===== config.mk =====
export PLATFORM = sky130hd
export DESIGN_NAME = ws2811_driver
export DESIGN_NICKNAME = d
export VERILOG_FILES = /design/src/rtl/ws2811_driver.sv
export SDC_FILE = /design/constraint.sdc
export NUM_CORES = 1
export LEC_CHECK = 0
export ABC_AREA = 1
export BUFFER_PORTS_ARGS = -buffer_cell sky130_fd_sc_hd__buf_2
export CAP_MARGIN = 20
export CORE_MARGIN = 5
export CORE_UTILIZATION = 60
export CTS_CLUSTER_SIZE = 25
export DETAILED_ROUTE_END_ITERATION = 8
export GPL_TIMING_DRIVEN = 0
export PLACE_DENSITY = 0.82
export SLEW_MARGIN = 0
export SYNTH_ARGS = -nofsm -noshare
export SYNTH_HDL_FRONTEND = slang
export SYNTH_SLANG_ARGS = --single-unit

===== constraint.sdc =====
create_clock -name clk -period 5 [get_ports clk]
set_input_delay 0.5 -clock clk [delete_from_list [all_inputs] [get_ports clk]]
set_output_delay 0.5 -clock clk [all_outputs]
set_load 0.005 [all_outputs]

===== src/rtl/ws2811_driver.sv =====
// WS2811/WS2812 chain driver: latch gap, then one GRB word per LED.
// Colours are fetched per LED from an external store via address.
module ws2811_driver #(
   parameter int NUM_LEDS     = 8,
   parameter int SYSTEM_CLOCK = 100000000
) (
   input  logic                     clk,
   input  logic                     reset,
   output logic [(NUM_LEDS > 1 ? $clog2(NUM_LEDS) : 1)-1:0] address,
   input  logic [7:0]               red_in,
   input  logic [7:0]               green_in,
   input  logic [7:0]               blue_in,
   output logic                     DO
);

   localparam int AW      = NUM_LEDS > 1 ? $clog2(NUM_LEDS) : 1;
   localparam int BIT_CYC = SYSTEM_CLOCK / 800000;
   localparam int T0H_CYC = (SYSTEM_CLOCK / 20000000) * 7;
   localparam int T1H_CYC = (SYSTEM_CLOCK / 10000000) * 7;
   localparam int RST_CYC = SYSTEM_CLOCK / 20000;
   localparam int MAX_CYC = RST_CYC > BIT_CYC ? RST_CYC : BIT_CYC;
   localparam int CW      = $clog2(MAX_CYC + 1);

   typedef enum logic [1:0] {
      LATCHGAP,
      LOAD,
      SEND
   } state_t;

   state_t          state;
   state_t          state_nx;
   logic [CW-1:0]   cyc;
   logic [CW-1:0]   cyc_nx;
   logic [4:0]      bitn;
   logic [4:0]      bitn_nx;
   logic [23:0]     shreg;
   logic [23:0]     shreg_nx;
   logic [AW-1:0]   addr_nx;
   logic            do_nx;
   logic [CW-1:0]   hi_cyc;

   // State, datapath and the registered serial output
   always_ff @(posedge clk or negedge reset) begin
      if (!reset) begin
         state   <= LATCHGAP;
         cyc     <= '0;
         bitn    <= '0;
         shreg   <= '0;
         address <= '0;
         DO      <= 1'b0;
      end else begin
         state   <= state_nx;
         cyc     <= cyc_nx;
         bitn    <= bitn_nx;
         shreg   <= shreg_nx;
         address <= addr_nx;
         DO      <= do_nx;
      end
   end

   // Next state: gap timing, word load, bit timing and LED stepping
   always_comb begin
      state_nx = state;
      cyc_nx   = cyc;
      bitn_nx  = bitn;
      shreg_nx = shreg;
      addr_nx  = address;
      unique case (state)
         LATCHGAP: begin
            if (cyc == CW'(RST_CYC - 1)) begin
               cyc_nx   = '0;
               state_nx = LOAD;
            end else begin
               cyc_nx = cyc + 1'b1;
            end
         end
         LOAD: begin
            shreg_nx = {green_in, red_in, blue_in};
            bitn_nx  = 5'd23;
            cyc_nx   = '0;
            state_nx = SEND;
         end
         SEND: begin
            if (cyc == CW'(BIT_CYC - 1)) begin
               cyc_nx = '0;
               if (bitn == 5'd0) begin
                  if (address == AW'(NUM_LEDS - 1)) begin
                     addr_nx  = '0;
                     state_nx = LATCHGAP;
                  end else begin
                     addr_nx  = address + 1'b1;
                     state_nx = LOAD;
                  end
               end else begin
                  bitn_nx  = bitn - 1'b1;
                  shreg_nx = {shreg[22:0], 1'b0};
               end
            end else begin
               cyc_nx = cyc + 1'b1;
            end
         end
         default: begin
            cyc_nx   = '0;
            state_nx = LATCHGAP;
         end
      endcase
   end

   // Output: value DO takes next clock, so a bit's high phase starts
   // exactly on its first SEND cycle
   always_comb begin
      do_nx  = 1'b0;
      hi_cyc = shreg[23] ? CW'(T1H_CYC) : CW'(T0H_CYC);
      unique case (state)
         LOAD: do_nx = 1'b1;
         SEND: begin
            if (cyc == CW'(BIT_CYC - 1))
               do_nx = (bitn != 5'd0);
            else
               do_nx = (cyc + 1'b1) < hi_cyc;
         end
         default: do_nx = 1'b0;
      endcase
   end

endmodule


Yosys cells after proc, flatten, opt, wreduce, memory -nomap -nowiden
Index checks and enable logic that the tools add are counted.
{ "classes": {"addsub": 3, "order_cmp": 1, "n_eq_ne": 9, "muxes": 18, "reduce_logical": 7} }
{ "ops": {"columns": ["op", "n"], "rows": [
  ["2-to-1 mux 24 bit", 2],
  ["one-hot mux 24 bit (2 select lines)", 1],
  ["2-to-1 mux 13 bit", 2],
  ["one-hot mux 13 bit (2 select lines)", 1],
  ["adder 13 x 1 -> 13 bit, second input constant", 1],
  ["== test 13 bit, second input constant", 1],
  ["== test 13 x 7 -> 1 bit, second input constant", 1],
  ["< comparator 13 x 7 -> 1 bit", 1],
  ["2-to-1 mux 5 bit", 2],
  ["one-hot mux 5 bit (2 select lines)", 1],
  ["AND reduction 3 bit", 3],
  ["inequality test 2 bit, second input constant", 4],
  ["2-to-1 mux 7 bit", 1],
  ["2-to-1 mux 2 bit", 3],
  ["one-hot mux 2 bit (3 select lines)", 1],
  ["logical NOT 5 bit", 1],
  ["nonzero test 5 bit", 1],
  ["subtractor 5 x 1 -> 5 bit, second input constant", 1],
  ["adder 3 x 1 -> 3 bit, second input constant", 1],
  ["== test 3 bit, second input constant", 1],
  ["2-to-1 mux 3 bit", 1],
  ["== test 2 x 1 -> 1 bit, second input constant", 1],
  ["== test 2 bit, second input constant", 1],
  ["logical NOT 2 bit", 1],
  ["other kinds (3)", 4]
]} }
{ "totals": {"reg_bits": 48, "inputBits": 26, "out_inout_bits": 4, "word_cells": 44} }

Depth between registers and ports, before layout
Gate-level depths: netlist of the first run.
{ "depth": {"ltp_word": 5, "ltp_mapped": 16} }

Worst setup path before layout of the first run
Ideal clock, no wire load.
{ "synth_timing": {"path_type": "reg-to-reg", "start": "register cyc[0]", "end": "register DO", "setup_ps": 77, "t_arrival_ps": 1777, "t_required_ps": 4923, "path_slack_ps": 3146, "path_stages_with_launch": 13, "path_buffers": 0, "path_cell_list": "dfrtp_1 -> ha_1 -> nand2_1 -> xor2_1 -> inv_1 -> ha_1 -> a21oi_1 -> nand3_1 -> nor2_1 -> nand2_1 -> nand2_1 -> nand2_1 -> a21oi_1"} }
{ "synth_via": {"elab_chain_len": 4, "word_cells_on_any_way": 5, "cone_classes": "1 x add/sub; 1 x order compare; 1 x eq/ne; 2 x mux"} }
{ "synth_rtl": {"columns": ["element", "line_no", "source"], "rows": [
  ["start: declaration", "32", "logic [CW-1:0] cyc;"],
  ["start signal: assignment", "53", "cyc <= cyc_nx;"],
  ["adder 13 x 1 -> 13 bit", "120", "do_nx = (cyc + 1'b1) < hi_cyc;"],
  ["< comparator 13 x 7 -> 1 bit", "120", null],
  ["2-to-1 mux 1 bit (*)", "117", "if (cyc == CW'(BIT_CYC - 1))"],
  ["one-hot mux 1 bit (2 select lines) (*)", "114", "unique case (state)"],
  ["net do_nx", "39", "logic do_nx;"],
  ["end signal: assignment", "57", "DO <= do_nx;"],
  ["end: declaration", "13", "output logic DO"]
]} }
Mark *: on every way through the listed nets, which the timed path passes. The rest lies on a longest branch.
A chain may end at the register's enable or synchronous reset.

Worst setup path in the final report of the first run
{ "layout_timing": {"start": "register cyc[3]", "end": "register DO"} }
The elaborated chain is that of the path after synthesis.

==> out/qor.json, run 1 <==
{
  "power_and_ir_drop": {
    "total_switching_power_uw": 147,
    "ir_worst_vdd_mv": 0.166,
    "p_leak_uw": 0.00153,
    "clock_power_share": 0.373,
    "share_of_power_burned_in_combinational_logic": 0.038,
    "sw_frac_of_total": 0.223,
    "total_power_uw": 658,
    "cellPowerDensity_nw_per_um2": 211,
    "internal_power_uw": 512,
    "sequentialPowerShare": 0.589
  },
  "grt": {
    "grt_antenna_before_repair": 0,
    "grt_remaining_overflow": 0,
    "wire_length_of_the_first_global_routing_pass_um": 9740,
    "grt_pass1_vias": 2271,
    "grt_use_total": 0.197,
    "grt_start_max_net_pins": 49
  },
  "sta": {
    "setup_tns_ns": 0,
    "max_clock_freq_mhz": 441,
    "rsz0062_at_grt": "false",
    "max_slew.worst_pin.slew_ns": 0.490,
    "timing.final.crit_share": 0.453,
    "setup_viol": 0,
    "hold-worst-slack_ns": 0.148,
    "final-max-slew-violation-count": 0,
    "max-slew-margin-rel": 0.673,
    "min_period_ns": 2.27,
    "timing.clock.skew_ns": 0.00654,
    "hold_viol_final": 0
  },
  "yosys": {
    "yosys_most_used_dff": "sky130_fd_sc_hd__dfrtp_1",
    "edff_count_synth": 0,
    "syn-num-nets": 378,
    "netlist_instances": 338,
    "post_synthesis_cell_area_sq_um": 2800,
    "synthArstFlopShare": 1.00,
    "synth.yosys.seq_area_share": 0.429,
    "avgSynthCellArea_sq_um": 8.29,
    "ys_seq_elements": 48,
    "yosys.cell_types.count": 29,
    "yosys_warnings": 0
  },
  "drt": {
    "drt-pass1-iter-count": 4,
    "drt_wl_total_um": 5550,
    "via_per_inst": 5.31,
    "antenna_violating_nets_remaining": 0,
    "detailroute.via_count": 2272,
    "routed_wire_length_per_instance_um": 13.0,
    "drc_errors_left": 0,
    "count_of_routing_violations_after_the_opening_detailed_route_iteration": 111
  },
  "run_status": {
    "outcome": "finished, final reports clean"
  },
  "cts": {
    "setup_bufs_post_cts": 0,
    "clk_latency_ns": 0.31,
    "cts_tree": "yes",
    "max-clock-path-buffers": 2,
    "cts-resized-gates": 0,
    "cts_num_sinks": 48,
    "clk_transition_reported_paths_ns": 0.09,
    "clock_tree.htree_level_count": 2,
    "cts_hold_buf": 0,
    "numCtsBuffers": 5,
    "cts_root_buffer": "sky130_fd_sc_hd__clkbuf_8"
  },
  "placed_design": {
    "io_buffer_count": 29,
    "place.gp.congestion": 0.915,
    "placed_cell_area_sq_um": 3010,
    "detailed_place_hpwl_um": 4040,
    "place.detailed.instances": 419
  },
  "final_layout": {
    "syn_to_final_growth_pct": 11.4,
    "fill_cells": 363,
    "layout.nets": 415,
    "post-route-cell-area_sq_um": 3120,
    "drive_gt1_frac": 0.202,
    "n_antenna_cell": 0,
    "final_cells": 428
  },
  "setup_path": {
    "timing.critical_path.slowest_stage_cell": "sky130_fd_sc_hd__dfrtp_1",
    "worstPathCellList": "buf_4 -> nand2_1 -> nor2_1 -> nand2_1 -> xor2_1 -> inv_1 -> ha_1 -> a21oi_1 -> nand3_1 -> nor2_1 -> nand2_1 -> nand2_1 -> nand2_1 -> a21oi_1",
    "worstSetupEndpointType": "flop",
    "critical_path_class": "reg -> reg",
    "crit_top_cell": "sky130_fd_sc_hd__nand2_1",
    "max_stage_delay_ns": 0.33,
    "worst_ep_required_time_ns": 5.24,
    "r2r_end": "DO",
    "reg2reg_setup_slack_ns": 2.73,
    "reg2regPathDepth": 14,
    "crit-reg2reg-launch": "cyc[3]",
    "worst_ep_arrival_time_ns": 2.50,
    "worstPathMaxFanout": 8,
    "critical_path_launch_point_type": "flop"
  },
  "die": {
    "fp.dieArea_sq_um": 6140,
    "ios": 30,
    "initial_utilization": 0.631,
    "die-width_um": 78.3,
    "die_height_um": 78.3,
    "placeableCoreArea_sq_um": 4440,
    "placementRows": 24
  },
  "flow_run": {
    "max_cap_violations": 0
  },
  "min_path": {
    "hold_path_class": "in -> async"
  }
}
[per-stage QoR]
step	utilization	worst slack, ns
global route	0.703	2.56
global placement	0.678	2.82
floorplan	-	3.15
finish	0.703	2.73
CTS	0.698	2.73
detailed placement	0.678	2.81
[routing by layer]
layer  global-route usage  routed length (um)  vias to the layer above
li1                     -                   -                     1163
met1                0.244                2560                     1050
met2                0.335                2670                       47
met3               0.0423                 201                       12
met4               0.0857                 127                        0
met5                    0                   0                        -
[worst max-delay path: cells and delay by family (launching register included)]
| kind | cells | cell delay [ns] |
|---|---|---|
| buf+inv | 2 | 0.24 |
| simple gates | 8 | 0.84 |
| xor+xnor | 1 | 0.22 |
| flops | 1 | 0.33 |
| fa+ha+maj | 1 | 0.30 |
| compound gates | 2 | 0.27 |
[worst max path at each step]
stage | startpoint | end | slack [ns]
floorplan | cyc[0] | DO | 3.15
global placement | cyc[3] | DO | 2.82
detailed placement | cyc[2] | DO | 2.81
CTS | cyc[2] | DO | 2.73
global route | cyc[2] | DO | 2.56
finish | cyc[3] | DO | 2.73
[cell families after synthesis]
| kind of cell | count (synthesis) | share of synthesized area |
|---|---|---|
| DFF | 48 | 0.429 |
| and+or+nand+nor | 188 | 0.275 |
| xor gates and xnor gates | 5 | 0.0156 |
| buffers and inverters | 45 | 0.0821 |
| AOI/OAI and AO/OA | 35 | 0.124 |
| muxes | 3 | 0.0116 |
| adders and majority gates | 14 | 0.0625 |
[final cells by class]
class / instances / area, sq um / share of cell area
flip-flops and latches: 48 / 1200 / 0.385
plain buffers: 13 / 105 / 0.0337
repair buffers: 30 / 165 / 0.0529
well taps: 52 / 65.1 / 0.0208
multi-input cells: 245 / 1370 / 0.439
inverters: 32 / 125 / 0.0401
clock buffers: 8 / 90.1 / 0.0288
[sequential cells by signal (all words and copies together) (netlist names)]
register,count
shreg,24
cyc,13
bitn,5
address,3
state,2
DO,1
[cells in the final DEF (no fill, tap or decap), types with 2 or more instances in the layout]
cell type and instances:
sky130_fd_sc_hd__ha_1 14, sky130_fd_sc_hd__inv_1 31, sky130_fd_sc_hd__clkbuf_1 5, sky130_fd_sc_hd__nor2_1 57, sky130_fd_sc_hd__a21oi_1 4, sky130_fd_sc_hd__buf_6 2
sky130_fd_sc_hd__o21ai_0 6, sky130_fd_sc_hd__nor2_2 2, sky130_fd_sc_hd__buf_2 32, sky130_fd_sc_hd__mux2_2 2, sky130_fd_sc_hd__dfrtp_1 48, sky130_fd_sc_hd__clkbuf_8 6
sky130_fd_sc_hd__a31oi_2 22, sky130_fd_sc_hd__nand3_1 19, sky130_fd_sc_hd__nand4_1 6, sky130_fd_sc_hd__nand2_1 98, sky130_fd_sc_hd__xor2_1 5, sky130_fd_sc_hd__nand2_2 2
sky130_fd_sc_hd__buf_8 3
[synthesized netlist by cell type (all sizes together), types with 2 or more instances]
cell type	n	area share
a21oi	4	0.0071
a31oi	23	0.10
buf	10	0.033
clkbuf	3	0.0040
dfrtp	48	0.43
ha	14	0.063
inv	31	0.042
mux2	2	0.0080
nand2	101	0.14
nand3	19	0.034
nand4	6	0.013
nor2	59	0.081
nor3	2	0.0054
o21ai	6	0.011
xor2	5	0.016
[power by group through the flow]
stage                     combinational, uW  sequential (uW)  clock (uW)
final                                  25.0              388         246
after global routing                   29.2              388         266
after CTS                              23.6              388         248
after detailed placement               23.7              396           0
after global placement                 23.3              396           0
after floorplan                        5.74              396           0
(Power assumes the default switching activity.)
==> inputs of run 2 (changes only) <==
--- a/config.mk
+++ b/config.mk
@@ -9,11 +9,11 @@
 export BUFFER_PORTS_ARGS = -buffer_cell sky130_fd_sc_hd__buf_2
 export CAP_MARGIN = 20
 export CORE_MARGIN = 5
-export CORE_UTILIZATION = 60
+export CORE_UTILIZATION = 59
 export CTS_CLUSTER_SIZE = 25
 export DETAILED_ROUTE_END_ITERATION = 8
 export GPL_TIMING_DRIVEN = 0
-export PLACE_DENSITY = 0.82
+export PLACE_DENSITY = 0.81
 export SLEW_MARGIN = 0
 export SYNTH_ARGS = -nofsm -noshare
 export SYNTH_HDL_FRONTEND = slang
==> constraint.sdc (replaced) <==
create_clock -name clk -period 2.35 [get_ports clk]
set_input_delay 0.235 -clock clk [delete_from_list [all_inputs] [get_ports clk]]
set_output_delay 0.235 -clock clk [all_outputs]
set_load 0.005 [all_outputs]
==> run 2 against run 1 <==
Net effect:
- final cell count grew 0.47%
- register-to-register slack worse by 2.5 ns
- clock power increased to 2.8 times the previous value
- critical path type unchanged
- critical endpoint unchanged
==> out/qor.json, run 2 (synthesized netlist as in run 1, its figures left out) <==
{
  "run_status": {
    "outcome": {"value": "finished, final reports clean", "change": "unchanged"}
  },
  "setup_path": {
    "critical_path_launch_point_type": {"value": "flop", "change": "unchanged"},
    "worstPathMaxFanout": {"value": 8, "change": "unchanged"},
    "crit-reg2reg-launch": {"value": "cyc[3]", "change": "unchanged"},
    "reg2regPathDepth": {"value": 14, "change": "unchanged"},
    "critical_path_class": {"value": "reg -> reg", "change": "unchanged"},
    "r2r_end": {"value": "DO", "change": "unchanged"},
    "reg2reg_setup_slack": {"value": 0.19, "unit": "ns", "change": "was 2.73 ns"},
    "worstSetupEndpointType": {"value": "flop", "change": "unchanged"},
    "worst_ep_arrival_time": {"value": 2.39, "unit": "ns", "change": "was 2.50 ns"},
    "worst_ep_required_time": {"value": 2.58, "unit": "ns", "change": "was 5.24 ns"}
  },
  "final_layout": {
    "fill_cells": {"value": 389, "change": "was 363"},
    "multiInputGateArea": {"value": 1380, "unit": "sq um", "change": "was 1370 sq um"},
    "layout.nets": {"value": 416, "change": "was 415"},
    "syn_to_final_growth": {"value": 13.5, "unit": "%", "change": "was 11.4%"},
    "final_cells": {"value": 430, "change": "was 428"},
    "largest_register_ffs": {"value": 24, "change": "unchanged"},
    "post-route-util": {"value": 0.682, "change": "was 0.703"},
    "most_common_cell_after_layout_fill_and_taps_aside": {"value": "sky130_fd_sc_hd__nand2_1", "change": "unchanged"},
    "n_antenna_cell": {"value": 0, "change": "unchanged"},
    "drive_gt1_frac": {"value": 0.213, "change": "was 0.202"},
    "max_flop_register": {"value": "shreg", "change": "unchanged"},
    "sequential_cell_area": {"value": 1200, "unit": "sq um", "change": "about the same"},
    "biggestRegsByFlops": {"value": "shreg: 24 flops, cyc: 13 flops, bitn: 5 flops", "change": "unchanged"},
    "layout.cells.most_common_list": {"value": "98 x sky130_fd_sc_hd__nand2_1, 56 x sky130_fd_sc_hd__nor2_1, 47 x sky130_fd_sc_hd__dfrtp_1", "change": "was 98 x sky130_fd_sc_hd__nand2_1, 57 x sky130_fd_sc_hd__nor2_1, 48 x sky130_fd_sc_hd__dfrtp_1"}
  },
  "die": {
    "initial_utilization": {"value": 0.601, "change": "was 0.631"},
    "die-width": {"value": 78.9, "unit": "um", "change": "was 78.3 um"},
    "die_height": {"value": 78.9, "unit": "um", "change": "was 78.3 um"},
    "ios": {"value": 30, "change": "unchanged"},
    "placementRows": {"value": 25, "change": "was 24"},
    "placeableCoreArea": {"value": 4660, "unit": "sq um", "change": "was 4440 sq um"},
    "fp.dieArea": {"value": 6230, "unit": "sq um", "change": "was 6140 sq um"}
  },
  "drt": {
    "antenna_violating_nets_remaining": {"value": 0, "change": "unchanged"},
    "wl_met3": {"value": 280, "unit": "um", "change": "was 201 um"},
    "via_per_inst": {"value": 5.30, "change": "was 5.31"},
    "routed_wire_length_per_instance": {"value": 13.1, "unit": "um", "change": "was 13.0 um"},
    "drc_errors_left": {"value": 0, "change": "unchanged"},
    "count_of_routing_violations_after_the_opening_detailed_route_iteration": {"value": 135, "change": "was 111"},
    "met1_length": {"value": 2560, "unit": "um", "change": "unchanged"},
    "topRoutingLayerUsed": {"value": "met4", "change": "unchanged"},
    "detailroute.via_count": {"value": 2279, "change": "was 2272"},
    "met2WireLength": {"value": 2730, "unit": "um", "change": "was 2670 um"},
    "drt_wl_total": {"value": 5630, "unit": "um", "change": "was 5550 um"},
    "drt-pass1-iter-count": {"value": 4, "change": "unchanged"}
  },
  "power_and_ir_drop": {
    "cellPowerDensity": {"value": 496, "unit": "nW/um^2", "change": "was 211 nW/um^2"},
    "total_power": {"value": 1580, "unit": "uW", "change": "was 658 uW"},
    "p_leak": {"value": 0.00155, "unit": "uW", "change": "was 0.00153 uW"},
    "sequentialPowerShare": {"value": 0.523, "change": "was 0.589"},
    "internal_power": {"value": 1270, "unit": "uW", "change": "was 512 uW"},
    "share_of_power_burned_in_combinational_logic": {"value": 0.034, "change": "was 0.038"},
    "clock_power_share": {"value": 0.443, "change": "was 0.373"},
    "total_switching_power": {"value": 311, "unit": "uW", "change": "was 147 uW"},
    "ir_worst_vdd": {"value": 0.350, "unit": "mV", "change": "was 0.166 mV"},
    "sw_frac_of_total": {"value": 0.197, "change": "was 0.223"}
  },
  "sta": {
    "timing.final.crit_share": {"value": 0.918, "change": "was 0.453"},
    "min_period": {"value": 2.16, "unit": "ns", "change": "was 2.27 ns"},
    "max_clock_freq": {"value": 463, "unit": "MHz", "change": "was 441 MHz"},
    "hold-worst-slack": {"value": 0.158, "unit": "ns", "change": "was 0.148 ns"},
    "hold_viol_final": {"value": 0, "change": "unchanged"},
    "rsz0062_at_grt": {"value": "false", "change": "unchanged"},
    "setup_viol": {"value": 0, "change": "unchanged"},
    "final-max-slew-violation-count": {"value": 0, "change": "unchanged"},
    "max-slew-margin-rel": {"value": 0.692, "change": "was 0.673"},
    "setup_tns": {"value": 0, "unit": "ns", "change": "unchanged"},
    "timing.clock.skew": {"value": 0.00790, "unit": "ns", "change": "was 0.00654 ns"},
    "max_slew.worst_pin.slew": {"value": 0.463, "unit": "ns", "change": "was 0.490 ns"}
  },
  "grt": {
    "grt_pass1_vias": {"value": 2299, "change": "was 2271"},
    "wire_length_of_the_first_global_routing_pass": {"value": 10100, "unit": "um", "change": "was 9740 um"},
    "grt_antenna_before_repair": {"value": 0, "change": "unchanged"},
    "grt_remaining_overflow": {"value": 0, "change": "unchanged"},
    "grt_start_max_net_pins": {"value": 49, "change": "unchanged"},
    "grt_use_total": {"value": 0.201, "change": "was 0.197"}
  },
  "cts": {
    "max-clock-path-buffers": {"value": 2, "change": "unchanged"},
    "numCtsBuffers": {"value": 5, "change": "unchanged"},
    "cts_root_buffer": {"value": "sky130_fd_sc_hd__clkbuf_8", "change": "unchanged"},
    "clk_latency": {"value": 0.30, "unit": "ns", "change": "was 0.31 ns"},
    "clock_tree.htree_level_count": {"value": 2, "change": "unchanged"},
    "clk_transition_reported_paths": {"value": 0.09, "unit": "ns", "change": "about the same"},
    "cts_num_sinks": {"value": 48, "change": "unchanged"},
    "cts_tree": {"value": "yes", "change": "unchanged"},
    "setup_bufs_post_cts": {"value": 0, "change": "unchanged"}
  },
  "min_path": {
    "hold_path_class": {"value": "in -> reg", "change": "was in -> async"},
    "hold_path_end": "shreg[0]",
    "hold_path_depth": 3,
    "min-delay-start": "blue_in[0]"
  },
  "flow_run": {
    "max_cap_violations": {"value": 0, "change": "unchanged"}
  },
  "placed_design": {
    "detailed_place_hpwl": {"value": 4030, "unit": "um", "change": "was 4040 um"},
    "place.gp.congestion": {"value": 0.919, "change": "was 0.915"},
    "io_buffer_count": {"value": 29, "change": "unchanged"},
    "place.detailed.instances": {"value": 421, "change": "was 419"}
  }
}
-- run 2: area by class of cell --
cell class                 count  area share
buffer                        13      0.0330
clock buffer                   5      0.0216
clock inverter                 2      0.0189
inverter                      32      0.0393
multi-input combinational    245       0.433
sequential                    48       0.378
tap                           54      0.0212
timing repair buffer          31      0.0551
-- run 2: worst max path at each step --
stage	to	depth (start not counted)	startpoint	slack, ns
after floorplan	DO	12	cyc[0]	0.50
after global placement	DO	14	cyc[3]	0.17
after detailed placement	DO	14	cyc[3]	0.17
after CTS	DO	14	cyc[3]	0.12
after global routing	DO	14	cyc[3]	0.006
final	DO	14	cyc[3]	0.19
-- run 2: per-layer routing --
layer	GRT usage	vias to the layer above
li1	-	1165
met1	0.257	1063
met2	0.349	46
met3	0.0420	5
met4	0.0481	0
met5	0	-
-- run 2: critical path: stages, from the launching register on --
cell                      delay [ns]
sky130_fd_sc_hd__dfrtp_1        0.33
sky130_fd_sc_hd__buf_4          0.15
sky130_fd_sc_hd__nand2_1        0.07
sky130_fd_sc_hd__nor2_2         0.17
sky130_fd_sc_hd__nand2_1        0.09
sky130_fd_sc_hd__xor2_1         0.18
sky130_fd_sc_hd__inv_1          0.06
sky130_fd_sc_hd__ha_1           0.29
sky130_fd_sc_hd__a21oi_1        0.19
sky130_fd_sc_hd__nand3_1        0.10
sky130_fd_sc_hd__nor2_1         0.15
sky130_fd_sc_hd__nand2_1        0.07
sky130_fd_sc_hd__nand2_1        0.06
sky130_fd_sc_hd__nand2_1        0.05
sky130_fd_sc_hd__a21oi_1        0.13
-- run 2: timing repair --
item | in CTS | in global routing
endpoints found under the hold margin | 0 | 18
endpoints found under the setup margin | 0 | 1
hold buffers | 0 | 1
resized for setup | 0 | 3
-- run 2: stage by stage --
step	setup WS [ns]	area [sq um]
after floorplan	0.496	2800
after global placement	0.172	3020
after detailed placement	0.169	3020
after CTS	0.121	3140
after global routing	0.00624	3180
final	0.192	3180
-- run 2: power groups by stage --
stage | clock network, uW | registers [uW] | logic (uW)
3_3_place_gp | 0 | 842 | 49.5
3_5_place_dp | 0 | 842 | 49.7
6_report | 700 | 825 | 53.7
5_1_grt | 749 | 825 | 62.4
4_1_cts | 718 | 825 | 49.8
2_1_floorplan | 0 | 842 | 12.2
==> inputs of run 3 (changes only) <==
==> constraint.sdc (replaced) <==
create_clock -name clk -period 2.35 [get_ports clk]
set_input_delay 0.47 -clock clk [delete_from_list [all_inputs] [get_ports clk]]
set_output_delay 0.47 -clock clk [all_outputs]
set_load 0.005 [all_outputs]
==> run 3 against run 2 <==
Net effect:
- die area unchanged
- fmax shrank 0.15%
- count of clock-buffer cells in the layout unchanged
- flip-flop and latch count is the same
- total power shrank 0.12%
- final cell count decreased by 0.23%
- critical path type unchanged
==> out/qor.json, run 3 (synthesized netlist as in run 1, its figures left out) <==
{
  "drt": {
    "drt-pass1-iter-count": {"value": 4, "change": "unchanged"},
    "count_of_routing_violations_after_the_opening_detailed_route_iteration": {"value": 121, "change": "was 135"},
    "detailroute.via_count": {"value": 2318, "change": "was 2279"},
    "drt_wl_total": {"value": 5610, "unit": "um", "change": "was 5630 um"},
    "drc_errors_left": {"value": 0, "change": "unchanged"},
    "via_per_inst": {"value": 5.40, "change": "was 5.30"},
    "antenna_violating_nets_remaining": {"value": 0, "change": "unchanged"},
    "routed_wire_length_per_instance": {"value": 13.1, "unit": "um", "change": "about the same"}
  },
  "grt": {
    "wire_length_of_the_first_global_routing_pass": {"value": 10100, "unit": "um", "change": "unchanged"},
    "grt_start_max_net_pins": {"value": 49, "change": "unchanged"},
    "grt_remaining_overflow": {"value": 0, "change": "unchanged"},
    "grt_pass1_vias": {"value": 2299, "change": "unchanged"},
    "grt_antenna_before_repair": {"value": 0, "change": "unchanged"},
    "grt_use_total": {"value": 0.201, "change": "unchanged"}
  },
  "placed_design": {
    "io_buffer_count": {"value": 29, "change": "unchanged"},
    "detailed_place_hpwl": {"value": 4030, "unit": "um", "change": "unchanged"},
    "post-place-ws": {"value": 0.169, "unit": "ns", "change": "unchanged"},
    "place.gp.congestion": {"value": 0.919, "change": "unchanged"}
  },
  "flow_run": {
    "max_cap_violations": {"value": 0, "change": "unchanged"}
  },
  "final_layout": {
    "largest_register_ffs": {"value": 24, "change": "unchanged"},
    "max_flop_register": {"value": "shreg", "change": "unchanged"},
    "most_common_cell_after_layout_fill_and_taps_aside": {"value": "sky130_fd_sc_hd__nand2_1", "change": "unchanged"},
    "fill_cells": {"value": 390, "change": "was 389"},
    "biggestRegsByFlops": {"value": "shreg: 24 flops, cyc: 13 flops, bitn: 5 flops", "change": "unchanged"},
    "drive_gt1_frac": {"value": 0.213, "change": "about the same"},
    "layout.cells.most_common_list": {"value": "98 x sky130_fd_sc_hd__nand2_1, 56 x sky130_fd_sc_hd__nor2_1, 47 x sky130_fd_sc_hd__dfrtp_1", "change": "unchanged"},
    "syn_to_final_growth": {"value": 13.1, "unit": "%", "change": "was 13.5%"},
    "n_antenna_cell": {"value": 0, "change": "unchanged"},
    "layout.nets": {"value": 415, "change": "was 416"}
  },
  "cts": {
    "numCtsBuffers": {"value": 5, "change": "unchanged"},
    "max-clock-path-buffers": {"value": 2, "change": "unchanged"},
    "cts_tree": {"value": "yes", "change": "unchanged"},
    "cts_root_buffer": {"value": "sky130_fd_sc_hd__clkbuf_8", "change": "unchanged"},
    "cts_num_sinks": {"value": 48, "change": "unchanged"},
    "clock_tree.htree_level_count": {"value": 2, "change": "unchanged"},
    "clk_latency": {"value": 0.30, "unit": "ns", "change": "about the same"},
    "cts_hold_buf": {"value": 0, "change": "unchanged"},
    "clk_transition_reported_paths": {"value": 0.09, "unit": "ns", "change": "about the same"}
  },
  "sta": {
    "rsz0062_at_grt": {"value": "false", "change": "unchanged"},
    "setup_ws": {"value": 0.189, "unit": "ns", "change": "was 0.192 ns"},
    "timing.clock.skew": {"value": 0.00691, "unit": "ns", "change": "was 0.00790 ns"},
    "timing.final.crit_share": {"value": 0.920, "change": "was 0.918"},
    "setup_viol": {"value": 0, "change": "unchanged"},
    "max_slew.worst_pin.slew": {"value": 0.466, "unit": "ns", "change": "was 0.463 ns"},
    "final-max-slew-violation-count": {"value": 0, "change": "unchanged"},
    "hold_viol_final": {"value": 0, "change": "unchanged"},
    "setup_tns": {"value": 0, "unit": "ns", "change": "unchanged"},
    "min_period": {"value": 2.16, "unit": "ns", "change": "about the same"},
    "max-slew-margin-rel": {"value": 0.689, "change": "was 0.692"},
    "max_clock_freq": {"value": 463, "unit": "MHz", "change": "about the same"}
  },
  "min_path": {
    "hold_path_class": {"value": "in -> async", "change": "was in -> reg"}
  },
  "setup_path": {
    "worstSetupEndpointType": {"value": "flop", "change": "unchanged"},
    "worstPathMaxFanout": {"value": 8, "change": "unchanged"},
    "crit-reg2reg-launch": {"value": "cyc[3]", "change": "unchanged"},
    "critical_path_launch_point_type": {"value": "flop", "change": "unchanged"},
    "r2r_end": {"value": "DO", "change": "unchanged"},
    "worst_ep_required_time": {"value": 2.58, "unit": "ns", "change": "about the same"},
    "reg2regPathDepth": {"value": 14, "change": "unchanged"},
    "reg2reg_setup_slack": {"value": 0.19, "unit": "ns", "change": "about the same"},
    "critical_path_class": {"value": "reg -> reg", "change": "unchanged"},
    "worst_ep_arrival_time": {"value": 2.39, "unit": "ns", "change": "about the same"}
  },
  "power_and_ir_drop": {
    "total_power": {"value": 1580, "unit": "uW", "change": "about the same"},
    "ir_worst_vdd": {"value": 0.350, "unit": "mV", "change": "about the same"},
    "cellPowerDensity": {"value": 497, "unit": "nW/um^2", "change": "was 496 nW/um^2"},
    "p_leak": {"value": 0.00154, "unit": "uW", "change": "was 0.00155 uW"}
  },
  "die": {
    "initial_utilization": {"value": 0.601, "change": "unchanged"},
    "placementRows": {"value": 25, "change": "unchanged"},
    "die_height": {"value": 78.9, "unit": "um", "change": "unchanged"},
    "fp.dieArea": {"value": 6230, "unit": "sq um", "change": "unchanged"},
    "ios": {"value": 30, "change": "unchanged"},
    "placeableCoreArea": {"value": 4660, "unit": "sq um", "change": "unchanged"},
    "die-width": {"value": 78.9, "unit": "um", "change": "unchanged"}
  },
  "run_status": {
    "outcome": {"value": "finished, final reports clean", "change": "unchanged"}
  }
}
[run 3: cell types whose count changed in the layout (fill, tap and decap cells not counted)]
cell,previous run,this run
sky130_fd_sc_hd__dlygate4sd3_1,1,0
[run 3: cell type report]
cell class                 count  area [sq um]  share of cell area
clock inverter                 2          60.1              0.0189
tap                           54          67.6              0.0213
buffer                        13           105              0.0331
sequential                    48          1200               0.379
inverter                      32           125              0.0395
timing repair buffer          30           165              0.0521
clock buffer                   5          68.8              0.0217
multi-input combinational    245          1380               0.434
[run 3: critical path, stage by stage, from the launching register on]
cell	delay (ns)
sky130_fd_sc_hd__dfrtp_1	0.33
sky130_fd_sc_hd__buf_4	0.15
sky130_fd_sc_hd__nand2_1	0.07
sky130_fd_sc_hd__nor2_2	0.17
sky130_fd_sc_hd__nand2_1	0.09
sky130_fd_sc_hd__xor2_1	0.18
sky130_fd_sc_hd__inv_1	0.06
sky130_fd_sc_hd__ha_1	0.29
sky130_fd_sc_hd__a21oi_1	0.19
sky130_fd_sc_hd__nand3_1	0.11
sky130_fd_sc_hd__nor2_1	0.15
sky130_fd_sc_hd__nand2_1	0.07
sky130_fd_sc_hd__nand2_1	0.06
sky130_fd_sc_hd__nand2_1	0.05
sky130_fd_sc_hd__a21oi_1	0.13
[run 3: where the power goes]
| part | internal (uW) | switching [uW] | leakage (uW) |
|---|---|---|---|
| clock | 419 | 281 | 0.0000642 |
| sequential | 825 | 0 | 0.000529 |
| combinational | 22.5 | 29.9 | 0.000948 |
| total | 1270 | 310 | 0.00154 |
[run 3: metrics by stage]
stage | utilization | instance area, sq um | cells | hold WS [ns]
after CTS | 0.675 | 3140 | 428 | 0.388
after floorplan | - | 2800 | 338 | 0.174
after global placement | 0.647 | 3020 | 421 | 0.488
after global routing | 0.680 | 3170 | 429 | 0.125
final | 0.680 | 3170 | 429 | 0.110
after detailed placement | 0.647 | 3020 | 421 | 0.479
[run 3: per-layer routing]
metal | track usage | vias to the layer above | routed length, um
met5 | 0 | - | 0
met4 | 0.0481 | 0 | 74
met3 | 0.0420 | 7 | 292
met2 | 0.349 | 65 | 2700
met1 | 0.257 | 1084 | 2550
li1 | - | 1162 | -
[run 3: worst max path at each step]
stage            from  end  slack, ns
2_1_floorplan  cyc[0]   DO       0.50
3_3_place_gp   cyc[3]   DO       0.17
3_5_place_dp   cyc[3]   DO       0.17
4_1_cts        cyc[3]   DO       0.12
5_1_grt        cyc[3]   DO      0.006
6_report       cyc[3]   DO       0.19
[run 3: what timing repair did]
| action | 4_1_cts | 5_1_grt |
|---|---|---|
| endpoints found under the setup margin | 0 | 1 |
| hold endpoints to repair | 0 | 0 |
| setup buffers | 0 | 0 |
| resized for setup | 0 | 3 |
